File: src/rtl/fd_pkg.sv
// Shared types and constants for the round countdown timer and related
// consumers of the divided clock wave.
package fd_pkg;

  typedef enum logic [1:0] {
    IDLE   = 2'd0,
    RUN    = 2'd1,
    PAUSED = 2'd2,
    DONE   = 2'd3
  } timer_state_t;

  localparam logic [7:0] BCD_ZERO = 8'h00;
  localparam logic [7:0] CS_MAX   = 8'h99;

  // Two-digit BCD encoding of a value in 0..99; used to build reset/load constants.
  function automatic logic [7:0] to_bcd2(input int value);
    logic [3:0] tens;
    logic [3:0] ones;
    tens = 4'(value / 10);
    ones = 4'(value % 10);
    return {tens, ones};
  endfunction

endpackage

File: src/rtl/tick_sync_edge.sv
// Synchronises the slow divided wave into the clk domain and emits a
// registered one-cycle pulse for each rising edge.
module tick_sync_edge #(
  parameter int SYNC_STAGES = 2
) (
  input  logic clk,
  input  logic rst_n,
  input  logic tick_in,
  output logic tick_pulse
);

  logic [SYNC_STAGES-1:0] sync_q;
  logic                   hist_q;

  // NOTE: the chain and history flop reset to 1 so a wave already high at
  // reset release looks like "no change" rather than a fresh rising edge.
  always_ff @(posedge clk or negedge rst_n) begin
    if (!rst_n) begin
      sync_q     <= '1;
      hist_q     <= 1'b1;
      tick_pulse <= 1'b0;
    end else begin
      // NOTE: non-blocking assignments make every flop sample the pre-edge
      // value of its predecessor, which is what forms the shift chain.
      sync_q     <= {sync_q[SYNC_STAGES-2:0], tick_in};
      hist_q     <= sync_q[SYNC_STAGES-1];
      tick_pulse <= sync_q[SYNC_STAGES-1] & ~hist_q;
    end
  end

endmodule

File: src/rtl/game_countdown_timer.sv
// Round countdown timer: counts a BCD seconds.centiseconds value down from
// START_SEC.00 to 00.00, one step per rising edge of the divided wave.
module game_countdown_timer
  import fd_pkg::*;
#(
  parameter int START_SEC   = 60,
  parameter int SYNC_STAGES = 2
) (
  input  logic       clk,
  input  logic       rst_n,
  input  logic       tick_in,
  input  logic       start,
  input  logic       pause,
  output logic [7:0] sec_bcd,
  output logic [7:0] cs_bcd,
  output logic       running,
  output logic       tick_seen,
  output logic       timeout
);

  localparam logic [7:0] START_BCD = to_bcd2(START_SEC);

  timer_state_t state_q, state_d;
  logic [7:0]   sec_d, cs_d;
  logic [7:0]   dec_sec, dec_cs;
  logic         cs_borrow;
  logic         timeout_d;
  logic         at_last;

  tick_sync_edge #(
    .SYNC_STAGES(SYNC_STAGES)
  ) u_tick_sync_edge (
    .clk       (clk),
    .rst_n     (rst_n),
    .tick_in   (tick_in),
    .tick_pulse(tick_seen)
  );

  // Digit-wise BCD decrement; centiseconds borrow from seconds at 00.
  always_comb begin
    dec_cs    = cs_bcd;
    dec_sec   = sec_bcd;
    cs_borrow = 1'b0;
    if (cs_bcd == BCD_ZERO) begin
      dec_cs    = CS_MAX;
      cs_borrow = 1'b1;
    end else if (cs_bcd[3:0] == 4'd0) begin
      dec_cs[3:0] = 4'd9;
      dec_cs[7:4] = cs_bcd[7:4] - 4'd1;
    end else begin
      dec_cs[3:0] = cs_bcd[3:0] - 4'd1;
    end
    if (cs_borrow) begin
      if (sec_bcd[3:0] == 4'd0) begin
        dec_sec[3:0] = 4'd9;
        dec_sec[7:4] = sec_bcd[7:4] - 4'd1;
      end else begin
        dec_sec[3:0] = sec_bcd[3:0] - 4'd1;
      end
    end
  end

  assign at_last = (sec_bcd == BCD_ZERO) && (cs_bcd == 8'h01);

  // NOTE: every variable gets a default before the case so no path leaves
  // one unassigned, which would otherwise infer a latch.
  always_comb begin
    state_d   = state_q;
    sec_d     = sec_bcd;
    cs_d      = cs_bcd;
    timeout_d = 1'b0;
    unique case (state_q)
      IDLE, DONE: begin
        if (start) begin
          state_d = RUN;
          sec_d   = START_BCD;
          cs_d    = BCD_ZERO;
        end
      end
      RUN: begin
        if (start) begin
          sec_d = START_BCD;
          cs_d  = BCD_ZERO;
        end else if (pause) begin
          state_d = PAUSED;
        end else if (tick_seen) begin
          if (at_last) begin
            state_d   = DONE;
            sec_d     = BCD_ZERO;
            cs_d      = BCD_ZERO;
            timeout_d = 1'b1;
          end else begin
            sec_d = dec_sec;
            cs_d  = dec_cs;
          end
        end
      end
      PAUSED: begin
        if (start) begin
          state_d = RUN;
          sec_d   = START_BCD;
          cs_d    = BCD_ZERO;
        end else if (!pause) begin
          state_d = RUN;
        end
      end
      default: state_d = IDLE;
    endcase
  end

  // running is registered from the next state so it changes on the same edge
  // as the counter and timeout.
  always_ff @(posedge clk or negedge rst_n) begin
    if (!rst_n) begin
      state_q <= IDLE;
      sec_bcd <= START_BCD;
      cs_bcd  <= BCD_ZERO;
      running <= 1'b0;
      timeout <= 1'b0;
    end else begin
      state_q <= state_d;
      sec_bcd <= sec_d;
      cs_bcd  <= cs_d;
      running <= (state_d == RUN);
      timeout <= timeout_d;
    end
  end

endmodule
File: config.mk
export PLATFORM = sky130hd
export DESIGN_NAME = game_countdown_timer
export DESIGN_NICKNAME = d
export VERILOG_FILES = /design/src/rtl/fd_pkg.sv /design/src/rtl/tick_sync_edge.sv /design/src/rtl/game_countdown_timer.sv
export SDC_FILE = /design/constraint.sdc
export NUM_CORES = 1
export LEC_CHECK = 0
export ABC_CLOCK_PERIOD_IN_PS = 5000
export CELL_PAD_IN_SITES_DETAIL_PLACEMENT = 0
export CELL_PAD_IN_SITES_GLOBAL_PLACEMENT = 2
export CORE_MARGIN = 4
export CORE_UTILIZATION = 36
export CTS_BUF_LIST = sky130_fd_sc_hd__clkbuf_4
export DETAILED_ROUTE_END_ITERATION = 10
export HOLD_SLACK_MARGIN = 0.08
export PLACE_DENSITY = 0.87
export SYNTH_ARGS = -nofsm -noshare
export SYNTH_HDL_FRONTEND = slang
export SYNTH_HIERARCHICAL = 1
export SYNTH_SLANG_ARGS = --single-unit
File: constraint.sdc
create_clock -name clk -period 5 [get_ports clk]
set_clock_uncertainty 0.1 [all_clocks]
set_input_delay 1 -clock clk [delete_from_list [all_inputs] [get_ports clk]]
set_output_delay 1 -clock clk [all_outputs]
set_load 0.01 [all_outputs]
## Yosys cells after proc, flatten, opt, wreduce, memory -nomap -nowiden

Index checks and enable logic that the tools add are counted.

- $add $sub $neg: 4
- Equal/unequal tests: 11
- Mux-type cells: 32
- Bitwise logic cells: 2
- Reductions and logical operators: 12

Operators by type and width:

| operator | number |
|---|---|
| 8-bit two-way mux | 12 |
| 8-bit one-hot mux with 2 select lines | 2 |
| 8-bit zero test | 2 |
| 4-bit two-way mux | 4 |
| 4-bit by 1-bit subtractor with 4-bit output, second input constant | 4 |
| 2-bit two-way mux | 7 |
| 8-bit by 1-bit == test with 1-bit output, second input constant | 1 |
| 4-bit zero test | 2 |
| 4-bit != test, second input constant | 2 |
| 4-bit AND reduction | 2 |
| 1-bit two-way mux | 6 |
| 2-bit one-hot mux with 3 select lines | 1 |
| 5-bit != test, second input constant | 1 |
| 5-bit AND reduction | 1 |
| 2-bit by 1-bit == test with 1-bit output, second input constant | 2 |
| 2-bit == test, second input constant | 2 |
| 3-bit by 2-bit != test with 1-bit output, second input constant | 1 |
| 3-bit != test, second input constant | 1 |
| 3-bit AND reduction | 1 |
| 3-bit OR reduction | 1 |
| 2-bit zero test | 1 |
| 2-bit by 1-bit != test with 1-bit output, second input constant | 1 |
| 2-bit OR reduction | 1 |
| 1-bit AND | 1 |
| 2 further kinds | 2 |

- Register bits: 24
- Input bits: 5
- Output and inout bits: 19

## Longest topological paths before layout

- Depth after elaboration: 8
- Gate-level depth with buffers: 8
- Depth with buffers taken out: 7

## Hierarchy

The synthesis kept the hierarchy.

Modules (own cells, without submodules):

| module | times used | cells an instance | area an instance (um2) |
|---|---|---|---|
| game_countdown_timer | 1 | 140 | 1266.2 |
| tick_sync_edge | 1 | 5 | 117.6 |

## Worst setup path before layout

OpenSTA, ideal clock, no wires.

- Path type: input -> register
- From: input pause
- To: register cs_bcd[7]
- Setup time: 0.099 ns
- Data arrival time: 1.988 ns
- Data required time: 4.801 ns
- Path slack: 2.812 ns
- Stages on the path: 6
- Path buffers: 1
- Cell sequence: and3b_1 clkbuf_2 nor2_2 nor3_2 a21oi_1 a311oi_1

- Longest elaborated chain between the ends: 2

RTL lines:

| element | line | RTL |
|---|---|---|
| from (decl) | game_countdown_timer.sv:13 | `input logic pause,` |
| 3-bit != test (no line) | -- |  |
| 4-bit AND reduction (no line) | -- |  |
| to (signal assigned) | game_countdown_timer.sv:123 | `cs_bcd <= cs_d;` |
| to (decl) | game_countdown_timer.sv:15 | `output logic [7:0] cs_bcd,` |

Every way passes these cells.
A chain may end at the register's enable or synchronous reset.

## Worst setup path in the final report

Same ends and word-level chain as after synthesis.

==> flow_summary_export.csv <==
group,metric,value,unit
placement,port_buffers,23,
die,die_x,70,µm
finish,multi_input_area,708.2,µm²
timing,timing_hold_violations_final,0,
synth,yosys_warnings,6,
routing,wirelength,3168,µm
finish,regArea,606.8,µm²
status,status,"complete, no violations",
clock_network,insertion_delay,0.31,ns
global_route,overflow,0,
clock_network,cts_tree,"built",
global_route,grt_pass1_vias,1192,
die,dieArea,0.004900,mm²
finish,final_cell_mix,"23 x clkdlybuf4s50_1, 19 x dfrtp_1, 13 x inv_1",
clock_network,postCtsSetupBuffers,0,
clock_network,h-tree-depth,1,
timing,setup_violations,0,
power,swShare,0.4292,
clock_network,cts_buffer_depth,2,
timing,tightest_slew,1.099,ns
synth,syn_inst,145,
finish,final_common_cell,"clkdlybuf4s50_1",
synth,synth_edf_count,0,
timing,slew_violations,0,
routing,vias,1178,
global_route,grt_pass1_wl,5499,µm
placement,post-dp-hpwl,2386,µm
synth,synth_area_leaders,"dfrtp_1 34%, dfstp_2 9.5%, ha_1 5.4%",
synth,synth_flop_cell,"dfrtp_1",
timing,rsz0062_at_grt,"no",
power,pwr-share-seq,0.359,
timing,slew_headroom,0.2652,
routing,drtAntennaViolNets,0,
timing,fin_ws,2.387,ns
synth,netlist_area,0.001384,mm²
worst_setup_path,worst_setup_path_end_kind,"flop",
synth,synth_fp_nets,156,
routing,drc,0,
synth,netlist.area_leader.share,0.3436,
clock_network,cts_buffers,3,
placement,place_area,0.001654,mm²
finish,drive_above_1_share,0.1250,
clock_network,clkSlewWorstSetupHoldPaths,0.13,ns
die,start_util,0.3752,
placement,globalplace.congestion,0.8859,
clock_network,post_cts_resized,0,
power,ir_drop,0.2131,mV
clock_network,ctsHoldBuffers,0,
global_route,grtUsageTotal,0.1338,
synth,syn-mean-instance-area,9.544,µm²
power,p_comb_frac,0.538,
power,clockPowerShare,0.102,
finish,final_area,0.001684,mm²
worst_setup_path,critPathLaunchType,"primary input",
timing,finalCriticalPeriod,2.613,ns
synth,async_reset_ff_frac,1.000,
timing,fin_crit_sh,0.5226,
finish,layout.nets,180,
die,io-pin-count,24,
finish,finalCoreUtilization,0.4566,
routing,wl_per_cell,14.67,µm
job,drv_cap,0,
min_path,min-delay-path-class,"reg -> reg",
die,dieHeight,70,µm
synth,synth-seq-cells,24,
worst_setup_path,critPathMaxFanout,8,
power,switchingPower,398.0,µW
power,powerDensity,550.6,mW/mm²
synth,synthDistinctLibCells,49,
global_route,antenna_found_initial,0,
finish,area_growth,21.70,%
finish,n_fill_cell,370,
power,totalPowerFinal,927.2,µW
global_route,grt_max_degree,25,
finish,antenna_cells,0,
timing,fmax,0.3827,GHz
worst_setup_path,path_class,"in -> reg",
power,power_leakage,0.0006929,µW
die,core_area,0.003689,mm²
placement,dp_slack,2.048,ns
synth,seq_area_frac_synth,0.4385,
power,intPower,529.3,µW
clock_network,clockRootBuffer,"clkbuf_4",
timing,fin_setup_tns,0,ns
worst_setup_path,cp.arrival,2.74,ns
die,fp-row-count,22,
routing,viasPerCell,5.454,
worst_setup_path,required,5.13,ns
synth,synth_top_cell_by_area,"dfrtp_1",
routing,detail_route.iter0.violations,62,
routing,dr.pass1.iters,4,
clock_network,clock-sinks,24,
-- Yosys cell counts (4+ instances only) --
library cell  instances
dfrtp_1              19
inv_1                13
a21oi_1              12
o21ai_0              12
nand2_1              11
nor2_1               11
ha_1                  6
dfstp_2               5
nor2b_1               4
-- metal layers --
metal,up-vias,wire length [µm],global-route usage
met5,-,0,0
met3,7,105,0.02590
met2,22,1554,0.2319
met4,0,56,0.04681
met1,577,1452,0.1644
li1,572,-,-
-- critical path: stages --
cell,delay [ns]
clkdlybuf4s50_1,0.48
and3b_1,0.42
nor2_2,0.13
nor3_2,0.35
a21oi_1,0.11
a311oi_1,0.25
-- stage by stage --
step / std cells / hold slack (ns)
3_3_place_gp: 212 / 0.2502
4_1_cts: 216 / 0.2662
5_1_grt: 216 / 0.2722
3_5_place_dp: 212 / 0.2468
2_1_floorplan: 145 / 0.2452
6_report: 216 / 0.2650
-- power groups by stage --
| stage | logic (µW) | clock network (µW) | registers [µW] |
|---|---|---|---|
| global placement | 489 | 0 | 335 |
| finish | 499 | 94.8 | 333 |
| floorplan | 323 | 0 | 340 |
| detailed placement | 500 | 0 | 339 |
| CTS | 503 | 98.0 | 334 |
| global route | 553 | 107 | 346 |
-- area by class of cell --
cell class                      count  share of cell area
Inverter                           13             0.02897
Timing Repair Buffer               23              0.1367
Tap cell                           48             0.03566
Clock buffer                        4             0.01783
Multi-Input combinational cell    104              0.4205
Sequential cell                    24              0.3603
-- registers in the layout (all words and copies together), names as in the netlist --
| register | cells |
|---|---|
| cs_bcd | 8 |
| running | 1 |
| sec_bcd | 8 |
| state_q | 2 |
| timeout | 1 |
| u_tick_sync_edge/hist_q | 1 |
| u_tick_sync_edge/sync_q | 2 |
| u_tick_sync_edge/tick_pulse | 1 |
-- path summary, 6_finish.rpt --
kind | start | endpoint | slack, ns | cells after the start
worst max-delay path | pause | cs_bcd[7] | 2.39 | 6
worst min-delay path | u_tick_sync_edge/sync_q[0] | u_tick_sync_edge/sync_q[1] | 0.26 | 0
worst max register to register | state_q[1] | cs_bcd[7] | 2.75 | 7
worst min register to register | u_tick_sync_edge/sync_q[0] | u_tick_sync_edge/sync_q[1] | 0.26 | 0
max in group asynchronous | rst_n | running | 2.99 | 1
min in group asynchronous | rst_n | cs_bcd[5] | 1.16 | 1
-- cell families after synthesis --
logic type / synth area share
fa+ha+maj: 0.05425
mux: 0.007234
flops: 0.4385
compound gates: 0.2016
buf+inv: 0.04973
simple gates: 0.2486
(Power assumes the default switching activity.)
